## src/rtl/seq_div4_restoring.sv

```systemverilog
// Multi-cycle unsigned restoring divider: one shift/trial-subtract/restore step per clock.
// start/busy/done handshake. A zero divisor finishes in one cycle with the div_by_zero flag set.
module seq_div4_restoring #(
  parameter int WIDTH = 4
) (
  input  logic             clk,
  input  logic             rst_n,
  input  logic             start,
  input  logic [WIDTH-1:0] dividend,
  input  logic [WIDTH-1:0] divisor,
  output logic             busy,
  output logic             done,
  output logic [WIDTH-1:0] quotient,
  output logic [WIDTH-1:0] remainder,
  output logic             div_by_zero
);

  localparam int CW = $clog2(WIDTH + 1);

  typedef enum logic [1:0] {IDLE, RUN, DONE} state_t;

  state_t           state_reg, state_next;
  logic [WIDTH-1:0] q_reg, q_next;
  logic [WIDTH-1:0] d_reg, d_next;
  logic [WIDTH-1:0] r_reg, r_next;
  logic [CW-1:0]    cnt_reg, cnt_next;
  logic [WIDTH-1:0] quo_reg, quo_next;
  logic [WIDTH-1:0] rem_reg, rem_next;
  logic             dbz_reg, dbz_next;

  logic [WIDTH:0]   r_shift;
  logic [WIDTH:0]   trial;
  logic [WIDTH-1:0] r_step;
  logic [WIDTH-1:0] q_step;
  logic             accept;

  // The restored partial remainder is always below D, so its top bit is zero between steps.
  // Only the shifted value and the trial difference need WIDTH+1 bits.
  assign r_shift = {r_reg, q_reg[WIDTH-1]};
  assign trial   = r_shift - {1'b0, d_reg};
  assign r_step  = trial[WIDTH] ? r_shift[WIDTH-1:0] : trial[WIDTH-1:0];
  assign q_step  = {q_reg[WIDTH-2:0], ~trial[WIDTH]};
  assign accept  = start && (state_reg != RUN);

  always_ff @(posedge clk or negedge rst_n) begin
    if (!rst_n) begin
      state_reg <= IDLE;
      q_reg     <= '0;
      d_reg     <= '0;
      r_reg     <= '0;
      cnt_reg   <= '0;
      quo_reg   <= '0;
      rem_reg   <= '0;
      dbz_reg   <= 1'b0;
    end else begin
      state_reg <= state_next;
      q_reg     <= q_next;
      d_reg     <= d_next;
      r_reg     <= r_next;
      cnt_reg   <= cnt_next;
      quo_reg   <= quo_next;
      rem_reg   <= rem_next;
      dbz_reg   <= dbz_next;
    end
  end

  always_comb begin
    state_next = state_reg;
    q_next     = q_reg;
    d_next     = d_reg;
    r_next     = r_reg;
    cnt_next   = cnt_reg;
    quo_next   = quo_reg;
    rem_next   = rem_reg;
    dbz_next   = dbz_reg;

    case (state_reg)
      IDLE, DONE: begin
        state_next = IDLE;
        if (accept) begin
          q_next   = dividend;
          d_next   = divisor;
          r_next   = '0;
          cnt_next = '0;
          if (divisor == '0) begin
            state_next = DONE;
            quo_next   = '1;
            rem_next   = dividend;
            dbz_next   = 1'b1;
          end else begin
            state_next = RUN;
            dbz_next   = 1'b0;
          end
        end
      end
      RUN: begin
        q_next   = q_step;
        r_next   = r_step;
        cnt_next = cnt_reg + CW'(1);
        if (cnt_reg == CW'(WIDTH - 1)) begin
          state_next = DONE;
          quo_next   = q_step;
          rem_next   = r_step;
        end
      end
      default: state_next = IDLE;
    endcase
  end

  assign busy        = (state_reg == RUN);
  assign done        = (state_reg == DONE);
  assign quotient    = quo_reg;
  assign remainder   = rem_reg;
  assign div_by_zero = dbz_reg;

endmodule

```

## config.mk

```make
export PLATFORM = sky130hd
export DESIGN_NAME = seq_div4_restoring
export DESIGN_NICKNAME = d
export VERILOG_FILES = /design/src/rtl/seq_div4_restoring.sv
export SDC_FILE = /design/constraint.sdc
export NUM_CORES = 1
export LEC_CHECK = 0
export ABC_AREA = 1
export BUFFER_PORTS_ARGS = -buffer_cell sky130_fd_sc_hd__buf_2
export CORE_AREA = 8 8 55 75
export DETAILED_ROUTE_END_ITERATION = 12
export DIE_AREA = 0 0 63 83
export MAX_ROUTING_LAYER = met4
export PLACE_DENSITY = 0.68
export SYNTH_ARGS = -nofsm -noshare
export SYNTH_HDL_FRONTEND = slang
export SYNTH_SLANG_ARGS = --single-unit
```

## constraint.sdc

```tcl
create_clock -name clk -period 1.55 [get_ports clk]
set_input_delay 0 -clock clk [delete_from_list [all_inputs] [get_ports clk]]
set_output_delay 0 -clock clk [all_outputs]
set_load 0.05 [all_outputs]
```

==> results by group, run 1 <==
Cells and area
  – Share of cells above drive strength 1: 0.342
  – Register Area: roughly 650 µm²
  – Final core utilization: 0.601
  – # diodes: 0
  – Final #Nets: 222
  – Area of the multi-input gates: around 760 µm²
  – Area growth, synth to finish: 28.1%
  – Fill cells: between 200 and 300

Critical path
  – CP startpoint kind: flip-flop
  – Critical Path End: q_reg[0]$_DFFE_PN0P_
  – CP max stage cell: dfrtp_1
  – Path depth of the worst reg2reg path: 9
  – FF-to-FF setup slack: -0.13 ns
  – Critical Path Start: d_reg[0]$_DFFE_PN0P_
  – RR Startpoint: d_reg[0]$_DFFE_PN0P_
  – CP Buf/Inv Count: 2
  – Worst EP arrival: 1.82 ns
  – Critical R2R Capture: q_reg[0]$_DFFE_PN0P_
  – Worst-path fanout max: 6
  – Critical path type: reg2reg
  – Max incr delay on CP: ~0.4 ns
  – CP most frequent cell: nand2_2
  – CP cell instances: ha_4, fa_2, inv_2, nand2_2, nand2_2, nand3_2, nand2_4, buf_4, o221ai_2
  – Critical path depth: 9
  – Req. time, crit path: 1.69 ns
  – Critical path endpoint category: flip-flop
  – Cell family with most CP delay: adder cells

Placed design
  – PortBufs: 21
  – Routability cong.: 0.840
  – Final HPWL DP: between 2000 and 2500 µm

Logic synthesis
  – Number of synthesized register bits: 26
  – EDFF count, synth: 0
  – Synth warn: 0
  – Dominant cells by area after synthesis: dfrtp_1 46%, nand2_1 8.4%, nand3_1 7.7%, inv_1 7.1%, ha_1 5.3%
  – Post-synth ARST share: 1.00
  – Cell taking the most area after synthesis: dfrtp_1
  – Cells after Synth: 168
  – Netlist cell types: 25
  – Post-synth top flop: dfrtp_1
  – Post-Syn Area per Cell: 8.47 µm²
  – Top-count cell post-synth: nand2_1
  – Mapped Area: around 1400 µm²
  – Top-area cell type share of the netlist area: 0.457
  – Syn Nets: 186
  – Commonest cells in the netlist: 32 x nand2_1, 27 x inv_1, 26 x dfrtp_1
  – Sequential fraction of the synthesis area: 0.457

Die
  – Initial Utilization: 0.469
  – Cell row count: 24
  – # IOs: 22
  – Die Ht: 83 µm
  – Die area: 5230 µm²
  – Core ar.: between 3000 and 4000 µm²
  – Die width: 63 µm

STA
  – Final period util: 1.09
  – Setup-failing EPs final: 10
  – Setup ws final: -0.133 ns
  – Worst slew margin: 0.615
  – RSZ-0062 raised after global routing: yes
  – Final hold vios: 0
  – Setup_tns: -0.841 ns
  – Final count of pins violating max slew: 0
  – Fmax: 594 MHz
  – Slew @ Worst Pin: 0.578 ns
  – Min Tclk post-route: 1.68 ns
  – Clk_skew: between 0.003 and 0.004 ns

Outcome
  – Status: finished, violations left
  – Violations in the final reports: negative setup slack

Hold path
  – Worst hold path type: in2reg

Clock network
  – Num CTS Buffers: 3
  – Clock transition at path regs: 0.08 ns
  – CTS tree: built
  – Root buffer cell: clkbuf_8
  – CTS H-tree depth: 1
  – Deepest clock path buffer count: 2
  – Clk Latency, worst-skew pair: 0.26 ns
  – Clk sink count: 26

Global route
  – Largest net degree at the start of global routing: 27
  – Number of global-route vias before repair: around 1,200
  – Global-route wire length before repair: 5470 µm
  – Total track usage: 0.130
  – Initial antenna violation count: 0
  – Total global routing overflow: 0

Routing
  – WL per Instance: 13.2 µm
  – Drt first-iter violations: between 40 and 50
  – Drt drc: 0
  – Post-DR vias/cell: 5.05
  – Routed vias: 1,216
  – TritonRoute pass-1 iters: 4
  – Routed wire length: about 3200 µm
  – Routed Antenna Nets: 0

Flow run
  – # Max-Cap Violations: 0
[cell usage in the layout, fill, tap and decap left out, types with 2 or more instances in the layout]
| cell | netlist | layout |
|---|---|---|
| dfrtp_1 | 26 | 26 |
| buf_4 | 1 | 9 |
| or2_1 | 3 | 3 |
| inv_1 | 27 | 25 |
| clkbuf_8 | 0 | 3 |
| a21oi_1 | 7 | 7 |
| ha_1 | 6 | 5 |
| dlygate4sd3_1 | 0 | 4 |
| o21ai_0 | 15 | 15 |
| nand3_1 | 22 | 5 |
| nor2_1 | 9 | 9 |
| nand2_4 | 2 | 4 |
| buf_2 | 0 | 21 |
| nand3_2 | 0 | 17 |
| nand2_1 | 32 | 28 |
| inv_2 | 3 | 5 |
| o211ai_1 | 2 | 2 |
| nand2_2 | 1 | 3 |
[cell type report]
type / count / share of cell area
multi-input cells: 109 / 0.415
flip-flops and latches: 26 / 0.357
repair buffers: 34 / 0.117
inverters: 30 / 0.0618
well taps: 39 / 0.0268
clock buffers: 3 / 0.0227
[through the flow]
stage,instance area [µm²],hold WS [ns],instances,worst slack (ns)
after floorplan,1430,-0.296,168,-0.0394
after global placement,1600,0.0271,231,-0.153
after CTS,1800,0.0675,240,-0.119
final,1820,0.0832,241,-0.133
after detailed placement,1600,0.0322,231,-0.218
after global routing,1820,0.0824,241,-0.234
[how the worst min path moves through the flow]
stage               cells after the start         from                      to  slack, ns
finish                                  3   divisor[0]    d_reg[0]$_DFFE_PN0P_       0.08
global route                            3  dividend[0]    q_reg[0]$_DFFE_PN0P_       0.08
CTS                                     3  dividend[0]    q_reg[0]$_DFFE_PN0P_       0.07
detailed placement                      1        rst_n    d_reg[2]$_DFFE_PN0P_       0.03
global placement                        1        rst_n    d_reg[3]$_DFFE_PN0P_       0.03
floorplan                               0        rst_n  cnt_reg[0]$_DFFE_PN0P_      -0.30
[layer usage]
layer	track usage	wire length [µm]	vias to the layer above
li1	-	-	612
met1	0.140	1290	557
met2	0.215	1650	33
met3	0.0242	90	14
met4	0.0813	150	0
met5	-	0	-
[cells by family after synthesis]
family | Yosys count | synth area share
AND/OR/NAND/NOR | 73 | 0.260
flip-flops | 26 | 0.457
buffers and inverters | 33 | 0.100
adder cells (fa/ha/maj) | 7 | 0.0668
XOR/XNOR | 1 | 0.00616
AO/OA/AOI/OAI | 28 | 0.109
[worst reg2reg max path, stage by stage, from the launching register on]
cell	delay [ns]
dfrtp_1	0.41
ha_4	0.17
fa_2	0.34
inv_2	0.08
nand2_2	0.05
nand2_2	0.08
nand3_2	0.09
nand2_4	0.12
buf_4	0.13
o221ai_2	0.08
[timing repair]
item,4_1_cts,5_1_grt
gates resized for setup,23,3
setup endpoints to repair,10,10
setup buffers,2,1
endpoints found under the hold margin,29,0
pin swaps,8,2
hold buffers,4,0
Power of run 1 is not shown: default switching activity piles up to over one toggle a cycle in this logic, so the estimate is an artifact.
==> run 2: changes to the inputs <==
--- a/config.mk
+++ b/config.mk
@@ -7,11 +7,11 @@
 export LEC_CHECK = 0
 export ABC_AREA = 1
 export BUFFER_PORTS_ARGS = -buffer_cell sky130_fd_sc_hd__buf_2
-export CORE_AREA = 8 8 55 75
+export CORE_AREA = 2 2 49 69
 export DETAILED_ROUTE_END_ITERATION = 12
-export DIE_AREA = 0 0 63 83
+export DIE_AREA = 0 0 51 71
 export MAX_ROUTING_LAYER = met4
-export PLACE_DENSITY = 0.68
+export PLACE_DENSITY = 0.65
 export SYNTH_ARGS = -nofsm -noshare
 export SYNTH_HDL_FRONTEND = slang
 export SYNTH_SLANG_ARGS = --single-unit
==> constraint.sdc (replaced) <==
create_clock -name clk -period 2 [get_ports clk]
set_input_delay 0 -clock clk [delete_from_list [all_inputs] [get_ports clk]]
set_output_delay 0 -clock clk [all_outputs]
set_load 0.05 [all_outputs]
==> results by group, run 2 (synthesis gave the netlist of run 1 again) <==
Die
  – Die area: 3620 µm² (-31%)
  – # IOs: 22 (unchanged)
  – Initial Utilization: 0.469 (unchanged)
  – Core ar.: 3030 µm² (unchanged)
  – Die width: 51 µm (-19%)
  – Die Ht: 71 µm (-14%)
  – Cell row count: 24 (unchanged)

STA
  – Min Tclk post-route: 1.85 ns (+0.169 ns)
  – Clk_skew: 0.00325 ns (-0.0000723 ns)
  – Fin Hold WS: 0.0706 ns (-0.0126 ns)
  – Setup-failing EPs final: 0 (-10)
  – Final period util: 0.926 (-0.160)
  – Fmax: 540 MHz (-9.1%)
  – Final count of pins violating max slew: 0 (unchanged)
  – Slew @ Worst Pin: 0.591 ns (+0.0135 ns)
  – Final hold vios: 0 (unchanged)
  – Setup_tns: 0 ns (+0.841 ns)
  – RSZ-0062 raised after global routing: no
  – Setup ws final: 0.148 ns (+0.281 ns)
  – Worst slew margin: 0.606 (-0.00903)

Routing
  – Drt drc: 0 (unchanged)
  – Drt first-iter violations: 28 (-43%)
  – Routed wire length: 2900 µm (-8.7%)
  – Routed vias: 1,171 (-3.7%)
  – Routed Antenna Nets: 0 (unchanged)
  – WL per Instance: 12.5 µm (-5.6%)
  – Post-DR vias/cell: 5.03 (-0.39%)
  – TritonRoute pass-1 iters: 4 (unchanged)

Cells and area
  – Area growth, synth to finish: 15.1%
  – Share of cells above drive strength 1: 0.186 (-0.156)
  – Commonest non-fill, non-tap cell in the layout: nand2_1
  – Fin cells: 233 (-3.3%)
  – Final #Nets: 214 (-3.6%)
  – Final core utilization: 0.540 (-0.0606)
  – Most frequent cells in the layout: 31 x nand2_1, 27 x inv_1, 26 x dfrtp_1
  – # diodes: 0 (unchanged)

Critical path
  – CP startpoint kind: flip-flop
  – Req. time, crit path: 2.17 ns (+0.48 ns)
  – Cell family with most CP delay: adder cells
  – Critical path type: reg2reg
  – Critical path endpoint category: flip-flop
  – CP max stage cell: fa_1
  – Max incr delay on CP: 0.41 ns (about the same)
  – CP Buf/Inv Count: 3 (+1)
  – RR Startpoint: q_reg[3]$_DFFE_PN0P_
  – FF-to-FF setup slack: 0.15 ns (+0.28 ns)
  – Critical Path Start: q_reg[3]$_DFFE_PN0P_
  – CP cell instances: inv_1, ha_1, fa_1, inv_1, nand3_1, nand3_1, nand2_2, nand3_1, nand3_1, nand2_1, inv_1
  – Worst-path fanout max: 5 (-1)
  – CP most frequent cell: nand3_1
  – Worst EP arrival: 2.03 ns (+0.21 ns)

Power
  – Static Leak: 0.861 nW
  – Worst vdd ir: 1180 µV
  – Power Density: 1900 nW/µm²

Clock network
  – Root buffer cell: clkbuf_8
  – Clock transition at path regs: 0.09 ns (about the same)
  – Num CTS Buffers: 3 (unchanged)
  – Deepest clock path buffer count: 2 (unchanged)
  – CTS tree: built
  – Clk Latency, worst-skew pair: 0.27 ns (about the same)
  – CTS H-tree depth: 1 (unchanged)
  – Clk sink count: 26 (unchanged)

Hold path
  – Worst Hold Launch: dividend[0]
  – Worst hold path type: in2reg

Global route
  – Global-route wire length before repair: 5130 µm (-6.2%)
  – Initial antenna violation count: 0 (unchanged)
  – Total global routing overflow: 0 (unchanged)
  – Number of global-route vias before repair: 1,161 (-5.8%)
  – Total track usage: 0.193 (+0.0624)
  – Largest net degree at the start of global routing: 27 (unchanged)

Placed design
  – Placed cells: 225 (-2.6%)
  – Pre-CTS setup slack: 0.0907 ns (+0.309 ns)
  – Final HPWL DP: 2230 µm (-7.1%)
  – Routability cong.: 0.875 (+4.2%)
  – PortBufs: 21 (unchanged)

Flow run
  – # Max-Cap Violations: 0 (unchanged)

Outcome
  – Status: finished, final reports clean
-- run 2: layout make-up --
| cell class | count | area, µm² |
|---|---|---|
| multi-input cells | 109 | 632 |
| fillers | 297 | 1400 |
| repair buffers | 26 | 153 |
| inverters | 30 | 113 |
| flip-flops and latches | 26 | 651 |
| clock buffers | 3 | 41.3 |
| well taps | 39 | 48.8 |
-- run 2: timing repair --
action	CTS	global route
resized for setup	0	1
buffers inserted	0	1
hold buffers	4	0
hold endpoints to repair	29	0
endpoints found under the setup margin	0	6
-- run 2: where the power goes --
part	internal [W]	switching [W]	total, W
Clock	0.000135	0.000158	0.000293
Sequential	0.000780	0.000155	0.000935
Combinational	0.000607	0.00127	0.00188
-- run 2: routing by layer --
layer / vias up / global-route usage / wire [µm]
li1: 592 / - / -
met1: 550 / 0.227 / 1220
met2: 22 / 0.335 / 1540
met3: 7 / 0.0190 / 84
met4: 0 / 0.0721 / 63
met5: - / - / 0
-- run 2: worst paths after layout --
| kind | to | cells after the start |
|---|---|---|
| worst max-delay path | remainder[3]$_DFFE_PN0P_ | 11 |
| worst min-delay path | q_reg[0]$_DFFE_PN0P_ | 3 |
| worst max register to register | remainder[3]$_DFFE_PN0P_ | 11 |
| worst min register to register | quotient[3]$_DFFE_PN0P_ | 2 |
| max in group asynchronous | q_reg[2]$_DFFE_PN0P_ | 2 |
| min in group asynchronous | d_reg[2]$_DFFE_PN0P_ | 2 |
-- run 2: tightest hold or removal path, cell delays in order --
cell	delay, ns
buf_2	0.07
inv_1	0.04
o221ai_1	0.18
-- run 2: stage by stage --
stage               power [W]  cell area (µm²)
detailed placement    0.00278             1550
CTS                   0.00308             1630
global route          0.00340             1640
finish                0.00311             1640
global placement      0.00274             1550
floorplan             0.00241             1420
Note: power is estimated with default switching activity, not from simulation.
==> run 3: changes to the inputs <==
--- a/config.mk
+++ b/config.mk
@@ -12,6 +12,7 @@
 export DIE_AREA = 0 0 51 71
 export MAX_ROUTING_LAYER = met4
 export PLACE_DENSITY = 0.65
+export RECOVER_POWER = 25
 export SYNTH_ARGS = -nofsm -noshare
 export SYNTH_HDL_FRONTEND = slang
 export SYNTH_SLANG_ARGS = --single-unit
==> results by group, run 3 (synthesis gave the netlist of run 1 again) <==
Cells and area
  – Fin cells: 233 (unchanged)
  – # diodes: 0 (unchanged)
  – Most frequent cells in the layout: 31 x nand2_1, 27 x inv_1, 26 x dfrtp_1
  – Design area: 1640 µm² (about the same)
  – Share of cells above drive strength 1: 0.180 (-0.00515)
  – Area growth, synth to finish: 15.0% (about the same)
  – Commonest non-fill, non-tap cell in the layout: nand2_1
  – Fill cells: 298 (+0.34%)
  – Final #Nets: 214 (unchanged)

Critical path
  – CP most frequent cell: nand3_1
  – CP startpoint kind: flip-flop
  – CP Buf/Inv Count: 3 (unchanged)
  – Critical path depth: 11 (unchanged)
  – Worst-path fanout max: 5 (unchanged)
  – Critical path type: reg2reg
  – RR Startpoint: q_reg[3]$_DFFE_PN0P_
  – Critical path endpoint category: flip-flop
  – Cell family with most CP delay: adder cells
  – CP max stage cell: fa_1
  – Critical Path Start: q_reg[3]$_DFFE_PN0P_
  – Max incr delay on CP: 0.41 ns (about the same)
  – Worst EP arrival: 2.03 ns (about the same)
  – CP cell instances: inv_1, ha_1, fa_1, inv_1, nand3_1, nand3_1, nand2_2, nand3_1, nand3_1, nand2_1, inv_1
  – Critical R2R Capture: remainder[3]$_DFFE_PN0P_
  – Path depth of the worst reg2reg path: 11 (unchanged)
  – Req. time, crit path: 2.17 ns (about the same)
  – FF-to-FF setup slack: 0.15 ns (about the same)
  – Critical Path End: remainder[3]$_DFFE_PN0P_

STA
  – Final hold vios: 0 (unchanged)
  – Fmax: 540 MHz (about the same)
  – Clk_skew: 0.00325 ns (+0.00000633 ns)
  – Final period util: 0.926 (about the same)
  – RSZ-0062 raised after global routing: no
  – Fin Hold WS: 0.0705 ns (-0.0000703 ns)
  – Setup ws final: 0.148 ns (+0.000125 ns)
  – Worst slew margin: 0.0551 (-0.551)
  – Setup-failing EPs final: 0 (unchanged)
  – Min Tclk post-route: 1.85 ns (-0.000125 ns)
  – Setup_tns: 0 ns (unchanged)
  – Slew @ Worst Pin: 1.42 ns (+0.826 ns)
  – Final count of pins violating max slew: 0 (unchanged)

Hold path
  – Hold path depth: 3 (unchanged)
  – Worst hold path type: in2reg

Placed design
  – Placed cells: 225 (unchanged)
  – Routability cong.: 0.875 (unchanged)
  – PortBufs: 21 (unchanged)
  – Pre-CTS setup slack: 0.0907 ns (unchanged)
  – Final HPWL DP: 2230 µm (unchanged)
  – Placed Area: 1550 µm² (unchanged)

Routing
  – WL per Instance: 12.5 µm (about the same)
  – TritonRoute pass-1 iters: 4 (unchanged)
  – Routed wire length: 2900 µm (about the same)
  – Routed vias: 1,168 (-0.26%)
  – Drt first-iter violations: 28 (unchanged)
  – Drt drc: 0 (unchanged)
  – Post-DR vias/cell: 5.01 (-0.26%)
  – Routed Antenna Nets: 0 (unchanged)

Global route
  – Total global routing overflow: 0 (unchanged)
  – Largest net degree at the start of global routing: 27 (unchanged)
  – Initial antenna violation count: 0 (unchanged)
  – Number of global-route vias before repair: 1,161 (unchanged)
  – Global-route wire length before repair: 5130 µm (unchanged)
  – Total track usage: 0.193 (unchanged)

Clock network
  – Deepest clock path buffer count: 2 (unchanged)
  – Root buffer cell: clkbuf_8
  – Num CTS Buffers: 3 (unchanged)
  – Clock transition at path regs: 0.09 ns (about the same)
  – CTS H-tree depth: 1 (unchanged)
  – Clk Latency, worst-skew pair: 0.27 ns (about the same)
  – CTS tree: built
  – Clk sink count: 26 (unchanged)

Die
  – Die Ht: 71 µm (unchanged)
  – Die width: 51 µm (unchanged)
  – Die area: 3620 µm² (unchanged)
  – Cell row count: 24 (unchanged)
  – # IOs: 22 (unchanged)
  – Initial Utilization: 0.469 (unchanged)
  – Core ar.: 3030 µm² (unchanged)

Outcome
  – Status: finished, final reports clean

Flow run
  – # Max-Cap Violations: 0 (unchanged)

Power
  – Power Density: 1900 nW/µm² (about the same)
  – Worst vdd ir: 1180 µV (about the same)
  – Static Leak: 0.858 nW (-0.32%)
-- run 3: metal layers --
layer  routed length (µm)  global-route usage
met5                    0                   -
met3                   79              0.0190
met1                 1220               0.227
met2                 1540               0.335
met4                   63              0.0721
-- run 3: per-stage QoR --
step,util,power [W]
2_1_floorplan,-,0.00241
3_3_place_gp,0.510,0.00274
3_5_place_dp,0.510,0.00278
4_1_cts,0.537,0.00308
5_1_grt,0.540,0.00340
6_report,0.540,0.00311
-- run 3: final cells by class --
class / count / area [µm²] / share of cell area
clock buffer: 3 / 41.3 / 0.0252
inverter: 30 / 113 / 0.0688
multi-input combinational: 109 / 632 / 0.386
sequential: 26 / 651 / 0.398
tap: 39 / 48.8 / 0.0298
timing repair buffer: 26 / 151 / 0.0925
-- run 3: worst min path at each step --
stage	from	end	slack (ns)
2_1_floorplan	rst_n	cnt_reg[0]$_DFFE_PN0P_	-0.30
3_3_place_gp	rst_n	d_reg[3]$_DFFE_PN0P_	0.03
3_5_place_dp	rst_n	d_reg[2]$_DFFE_PN0P_	0.04
4_1_cts	dividend[0]	q_reg[0]$_DFFE_PN0P_	0.08
5_1_grt	dividend[0]	q_reg[0]$_DFFE_PN0P_	0.1
6_report	dividend[0]	q_reg[0]$_DFFE_PN0P_	0.07
-- run 3: repair_timing --
item                       CTS  global route
hold endpoints to repair    29             0
resized for setup            0             1
hold buffers                 4             0
setup endpoints to repair    0             6
setup buffers                0             1
-- run 3: worst reg2reg max path, cell delays in order (launching register included) --
cell and delay (ns):
dfrtp_1 0.35, inv_1 0.06, ha_1 0.22, fa_1 0.41, inv_1 0.09, nand3_1 0.10
nand3_1 0.13, nand2_2 0.10, nand3_1 0.10, nand3_1 0.10, nand2_1 0.07, inv_1 0.03
-- run 3: power breakdown --
part	switching [W]	internal (W)	total [W]	leakage, nW
Combinational	0.00127	0.000607	0.00188	0.524
Sequential	0.000155	0.000780	0.000935	0.312
Clock	0.000158	0.000135	0.000293	0.0216
Total	0.00158	0.00152	0.00311	0.858
